### config.mk
export PLATFORM = sky130hd
export DESIGN_NAME = pipe_ctrl
export DESIGN_NICKNAME = d
export VERILOG_FILES = /design/src/rtl/pipe_ctrl_pkg.sv /design/src/rtl/pipe_ctrl_sat_counter.sv /design/src/rtl/pipe_ctrl.sv
export SDC_FILE = /design/constraint.sdc
export NUM_CORES = 1
export LEC_CHECK = 0
export CAP_MARGIN = 20
export CORE_ASPECT_RATIO = 1.75
export CORE_MARGIN = 2
export CORE_UTILIZATION = 30
export DETAILED_ROUTE_END_ITERATION = 6
export GPL_TIMING_DRIVEN = 0
export SKIP_CTS_REPAIR_TIMING = 1
export SYNTH_ARGS = -nofsm -noshare
export SYNTH_HDL_FRONTEND = slang
export SYNTH_SLANG_ARGS = --single-unit
export TNS_END_PERCENT = 5
### constraint.sdc
create_clock -name clk -period 2.9 [get_ports clk]
set_input_delay 0.725 -clock clk [delete_from_list [all_inputs] [get_ports clk]]
set_output_delay 0.725 -clock clk [all_outputs]
set_load 0.005 [all_outputs]
### src/rtl/pipe_ctrl_pkg.sv
// Shared definitions for the pipeline controller: FSM states and per-stage stall vectors.
// Stall bit order: [0] PC, [1] IF/ID, [2] ID/EX, [3] EX/MEM, [4] MEM/WB, [5] WB.
package pipe_ctrl_pkg;

    typedef enum logic [1:0] {
        RUN      = 2'd0,
        WAIT_MEM = 2'd1,
        FLUSH    = 2'd2
    } pipe_state_e;

    localparam logic [5:0] NO_STALL  = 6'b000000;
    localparam logic [5:0] STALL_IF  = 6'b000011;
    localparam logic [5:0] STALL_ID  = 6'b000111;
    localparam logic [5:0] STALL_EX  = 6'b001111;
    localparam logic [5:0] STALL_MEM = 6'b011111;

endpackage

### src/rtl/pipe_ctrl_sat_counter.sv
// Event counter with selectable behaviour at all-ones: saturate (hold) or wrap to zero.
module sat_counter #(
    parameter int unsigned WIDTH    = 32,
    parameter bit          SATURATE = 1'b1
) (
    input  logic             clk,
    input  logic             rst_n,
    input  logic             i_inc,
    output logic [WIDTH-1:0] o_count
);

    logic [WIDTH-1:0] r_count;

    always_ff @(posedge clk or negedge rst_n) begin
        if (!rst_n) begin
            r_count <= '0;
        end else if (i_inc) begin
            if (!(SATURATE && (r_count == '1))) begin
                r_count <= r_count + 1'b1;
            end
        end
    end

    assign o_count = r_count;

endmodule

### src/rtl/pipe_ctrl.sv
// Pipeline hazard/exception controller: priority stall generation, exception flush
// sequencing with a PC redirect, and stall/flush statistics.
module pipe_ctrl
    import pipe_ctrl_pkg::*;
#(
    parameter int unsigned FLUSH_CYCLES = 2,
    parameter int unsigned EXCP_ADDR_W  = 32
) (
    input  logic                   clk,
    input  logic                   rst_n,
    input  logic                   stallreq_if,
    input  logic                   stallreq_id,
    input  logic                   stallreq_ex,
    input  logic                   stallreq_mem,
    input  logic                   excp_valid,
    input  logic [EXCP_ADDR_W-1:0] excp_target,
    output logic [5:0]             stall,
    output logic                   flush,
    output logic [EXCP_ADDR_W-1:0] new_pc,
    output logic                   new_pc_valid,
    output logic [31:0]            stall_cycles,
    output logic [15:0]            flush_count
);

    localparam logic [3:0] FLUSH_LOAD = 4'(FLUSH_CYCLES - 1);

    pipe_state_e            r_state;
    pipe_state_e            w_next;
    logic [3:0]             r_fcnt;
    logic [EXCP_ADDR_W-1:0] r_target;
    logic [EXCP_ADDR_W-1:0] r_new_pc;
    logic                   r_first;
    logic                   w_enter;
    logic                   w_latch;
    logic [EXCP_ADDR_W-1:0] w_entry_target;
    logic [5:0]             w_stall_req;

    always_comb begin
        w_stall_req = NO_STALL;
        if (stallreq_mem)     w_stall_req = STALL_MEM;
        else if (stallreq_ex) w_stall_req = STALL_EX;
        else if (stallreq_id) w_stall_req = STALL_ID;
        else if (stallreq_if) w_stall_req = STALL_IF;
    end

    assign stall = (r_state == FLUSH) ? NO_STALL : w_stall_req;

    always_comb begin
        w_next  = r_state;
        w_enter = 1'b0;
        w_latch = 1'b0;
        unique case (r_state)
            RUN: begin
                if (excp_valid) begin
                    w_latch = 1'b1;
                    if (stallreq_mem) begin
                        w_next = WAIT_MEM;
                    end else begin
                        w_next  = FLUSH;
                        w_enter = 1'b1;
                    end
                end
            end
            WAIT_MEM: begin
                if (!stallreq_mem) begin
                    w_next  = FLUSH;
                    w_enter = 1'b1;
                end
            end
            FLUSH: begin
                if (r_fcnt == 4'd0) w_next = RUN;
            end
            default: w_next = RUN;
        endcase
    end

    // Direct RUN->FLUSH entry must redirect to the target arriving this cycle,
    // since the latch register only updates on the same edge.
    assign w_entry_target = w_latch ? excp_target : r_target;

    always_ff @(posedge clk or negedge rst_n) begin
        if (!rst_n) begin
            r_state  <= RUN;
            r_fcnt   <= '0;
            r_target <= '0;
            r_new_pc <= '0;
            r_first  <= 1'b0;
        end else begin
            r_state <= w_next;
            if (w_latch) r_target <= excp_target;
            if (w_enter) begin
                r_fcnt   <= FLUSH_LOAD;
                r_new_pc <= w_entry_target;
                r_first  <= 1'b1;
            end else begin
                r_first <= 1'b0;
                if ((r_state == FLUSH) && (r_fcnt != 4'd0)) r_fcnt <= r_fcnt - 4'd1;
            end
        end
    end

    assign flush        = (r_state == FLUSH);
    assign new_pc_valid = r_first;
    assign new_pc       = r_new_pc;

    sat_counter #(
        .WIDTH   (32),
        .SATURATE(1'b1)
    ) u_stall_cnt (
        .clk    (clk),
        .rst_n  (rst_n),
        .i_inc  (stall != NO_STALL),
        .o_count(stall_cycles)
    );

    sat_counter #(
        .WIDTH   (16),
        .SATURATE(1'b0)
    ) u_flush_cnt (
        .clk    (clk),
        .rst_n  (rst_n),
        .i_inc  (w_enter),
        .o_count(flush_count)
    );

endmodule

==> summary.txt, run 1 <==
Outcome
  • Status: finished, final reports clean

Critical path
  • Worst r2r dst: u_stall_cnt.o_count[1]
  • CP required: 2.17 ns
  • Worst path cell trace: clkdlybuf4s50_1, nor4_4, nor2_4, clkdlybuf4s50_1
  • Cell mode on critical path: clkdlybuf4s50_1
  • R2r worst-path depth: 6
  • Buf/Inv on CP: 2
  • Crit Path Class: input pin to primary output
  • Crit-path max cell delay: ~0.45 ns
  • Crit-path leading delay family: buffers and inverters
  • Setup crit end kind: primary output
  • Worst path arrival time: about 2.1 ns
  • Crit-path slowest cell: clkdlybuf4s50_1
  • Critical Path Fanout Max: 4
  • FF-to-FF setup slack: about 0.44 ns
  • FF-to-FF Start: u_stall_cnt.o_count[0]
  • Critical Path Source Type: input pin

Clock tree
  • Clk_lat worst skew: roughly 0.40 ns
  • Clock Sinks: around 120
  • CTS root buf: clkbuf_16
  • H-Tree Depth: 4
  • Worst-path clk slew: approximately 0.060 ns
  • Cts bufs inserted: 17
  • Max Root-Sink Buffers: 2
  • CTS tree: built

Timing
  • Fin. Hold Viols: 0
  • Final period util: 0.966
  • Worst slew pin tran: 0.785 ns
  • Minimum clock period: roughly 2.8 ns
  • Setup violators final: 0
  • Clock skew: approximately 0.01 ns
  • Fin worst setup slack: between 0.09 and 0.1 ns
  • Slew Viols, Final: 0
  • TNS Setup: 0 ns
  • RSZ-0062 raised after global routing: no
  • Max_slew headroom: 0.475
  • Max Clk Rate: around 0.36 GHz

Final layout
  • Most frequent cells in the layout: clkdlybuf4s50_1, dfrtp_1, nand2_1
  • Register area: ~3000 µm²
  • Multi-input logic area: between 1500 and 2000 µm²
  • NumNets Final: 639
  • Final core utilization: 0.439
  • Fillers: roughly 1600
  • # diodes: 0
  • Layout cells sized above 1: 0.130
  • Most common cell after layout, fill and taps aside: clkdlybuf4s50_1
  • Area growth syn-to-layout: 44.4%
  • Final instance area: roughly 7200 µm²
  • Post-route insts no fill: around 800

Detailed routing
  • WL per Instance: between 15 and 20 µm
  • First-iteration detailed-routing DRC count: around 110
  • Via-to-Cell Ratio: roughly 4.7
  • Via count: around 3800
  • ANT nets after route: 0
  • DRC viols: 0
  • DRT Wirelength: about 12000 µm
  • First-pass DRT Iterations: 4

Placement
  • Cell Area, Placed: ~6500 µm²
  • Post-Place Setup Slack: -0.708 ns
  • I/O Buffers: 125
  • Hpwl dp: just under 9000 µm
  • Dpl cells: about 770
  • Placer congestion estimate: roughly 0.83

Logic synthesis
  • Mux share of post-synthesis cell area: 0.0750
  • Mapped Nets: a little under 500
  • Post-synthesis xor/xnor area fraction: 0.0830
  • Fraction of the mapped netlist area in compound gates: 0.0156
  • Yosys top cell area share: 0.601
  • Post-Syn Area per Cell: approximately 11 µm²
  • Distinct cells, synth: 34
  • Post-synthesis sequential area ratio: 0.601
  • Synth Cell Area: about 5000 µm²
  • Post-synth EDFFs: 0
  • Post-Synth Adder-Cell Area: 0.0101
  • Cell taking the most area after synthesis: dfrtp_1
  • Main combinational cell family by area after synthesis: simple AND/OR/NAND/NOR gates
  • Area contributors post-synth: dfrtp_1, nand2_1, mux2_2
  • Post-Synth Simple-Gate Area: 0.194
  • Main synth FF type: dfrtp_1
  • #FFs+latches synth: roughly 120
  • Warnings from Yosys: 0
  • Async set-reset flop share out of synthesis: 1.00
  • Syn Inst Count: around 450

Floorplan
  • Die area: 17600 µm²
  • # rows: 62
  • Starting Density: 0.304
  • Core area: approximately 16000 µm²
  • Chip width: 101 µm
  • Ports: approximately 130
  • Die Y: 174 µm

Pwr
  • Max VDD drop: just under 0.5 mV
  • Leak: around 3.3 nW
  • Power per cell area: 918 nW/µm²

GRT
  • Vias in the first global route: 4060
  • Total grt overflow: 0
  • GRT Total Usage: 0.145
  • Largest net degree at the start of global routing: between 60 and 70
  • Initial antenna violation count: 0
  • First-pass GRT wire length: 20100 µm

Worst hold path
  • Worst Hold Class: input pin to async pin

Job
  • Number of max-cap violations: 0
[synth_stat cells, types with 2 or more instances]
| cell | count |
|---|---|
| dfrtp_1 | 119 |
| nand2_1 | 114 |
| mux2_2 | 33 |
| xnor2_1 | 28 |
| nor2_1 | 25 |
| xor2_1 | 19 |
| nand3_1 | 15 |
| nand4_1 | 13 |
| nor3_1 | 13 |
| clkbuf_1 | 11 |
| and3_1 | 10 |
| inv_1 | 10 |
| and4_1 | 6 |
| ha_1 | 4 |
| a31oi_1 | 3 |
| nor4_1 | 3 |
| a21oi_1 | 2 |
| buf_4 | 2 |
| nand2b_1 | 2 |
| or4_4 | 2 |
[logic make-up (layout without fill, tap and decap cells)]
| family | Yosys count | in the layout |
|---|---|---|
| simple gates | 208 | 208 |
| flops | 119 | 119 |
| xor+xnor | 47 | 47 |
| mux | 33 | 33 |
| buf+inv | 25 | 186 |
| compound gates | 11 | 11 |
| fa+ha+maj | 4 | 4 |
| other cells | 1 | 1 |
[where the power goes]
| part | switching (mW) | internal (mW) | leakage, nW |
|---|---|---|---|
| Sequential | 0.310 | 2.21 | 1.50 |
| Combinational | 0.772 | 1.07 | 1.45 |
| Clock | 0.777 | 1.43 | 0.296 |
[cell type report]
cell class                 count  share of cell area
buffer                        14             0.00839
timing repair buffer         129               0.183
clock buffer                  20              0.0652
tap                          192              0.0336
inverter                      11             0.00577
multi-input combinational    304               0.266
clock inverter                12              0.0229
sequential                   119               0.416
[flip-flops by register name, summed over array words and instances (netlist names)]
name	count
new_pc_valid	1
u_flush_cnt.o_count	16
u_stall_cnt.o_count	32
new_pc	32
r_target	32
r_state	2
r_fcnt	4
[worst max path at each step]
stage	startpoint	endpoint	slack [ns]	depth (start not counted)
after floorplan	stallreq_mem	stall[1]	0.45	3
final	stallreq_if	stall[0]	0.1	4
after global placement	rst_n	r_target[9]	-3.47	1
after CTS	stallreq_mem	stall[1]	-0.71	5
after global routing	excp_valid	new_pc[12]	0.003	6
after detailed placement	stallreq_mem	stall[1]	-0.71	5
[through the flow]
stage	hold slack (ns)	power, mW
final	0.280	6.57
after CTS	0.303	6.68
after floorplan	0.429	3.39
after global routing	0.315	7.02
after detailed placement	0.462	4.41
after global placement	0.460	4.35
[layer usage]
metal / vias up / share of wire / GRT usage
li1: 1784 / - / -
met1: 1878 / 0.39 / 0.158
met2: 122 / 0.54 / 0.260
met3: 14 / 0.053 / 0.0426
met4: 0 / 0.019 / 0.0535
met5: - / 0 / 0
No activity file was read; power rests on OpenSTA's default activity.
==> run 2, diff against run 1 <==
ABC_CLOCK_PERIOD_IN_PS = 2900   (was default)
==> results of run 2 <==
No change in the layout: final DEF, timing and power equal those of run 1.
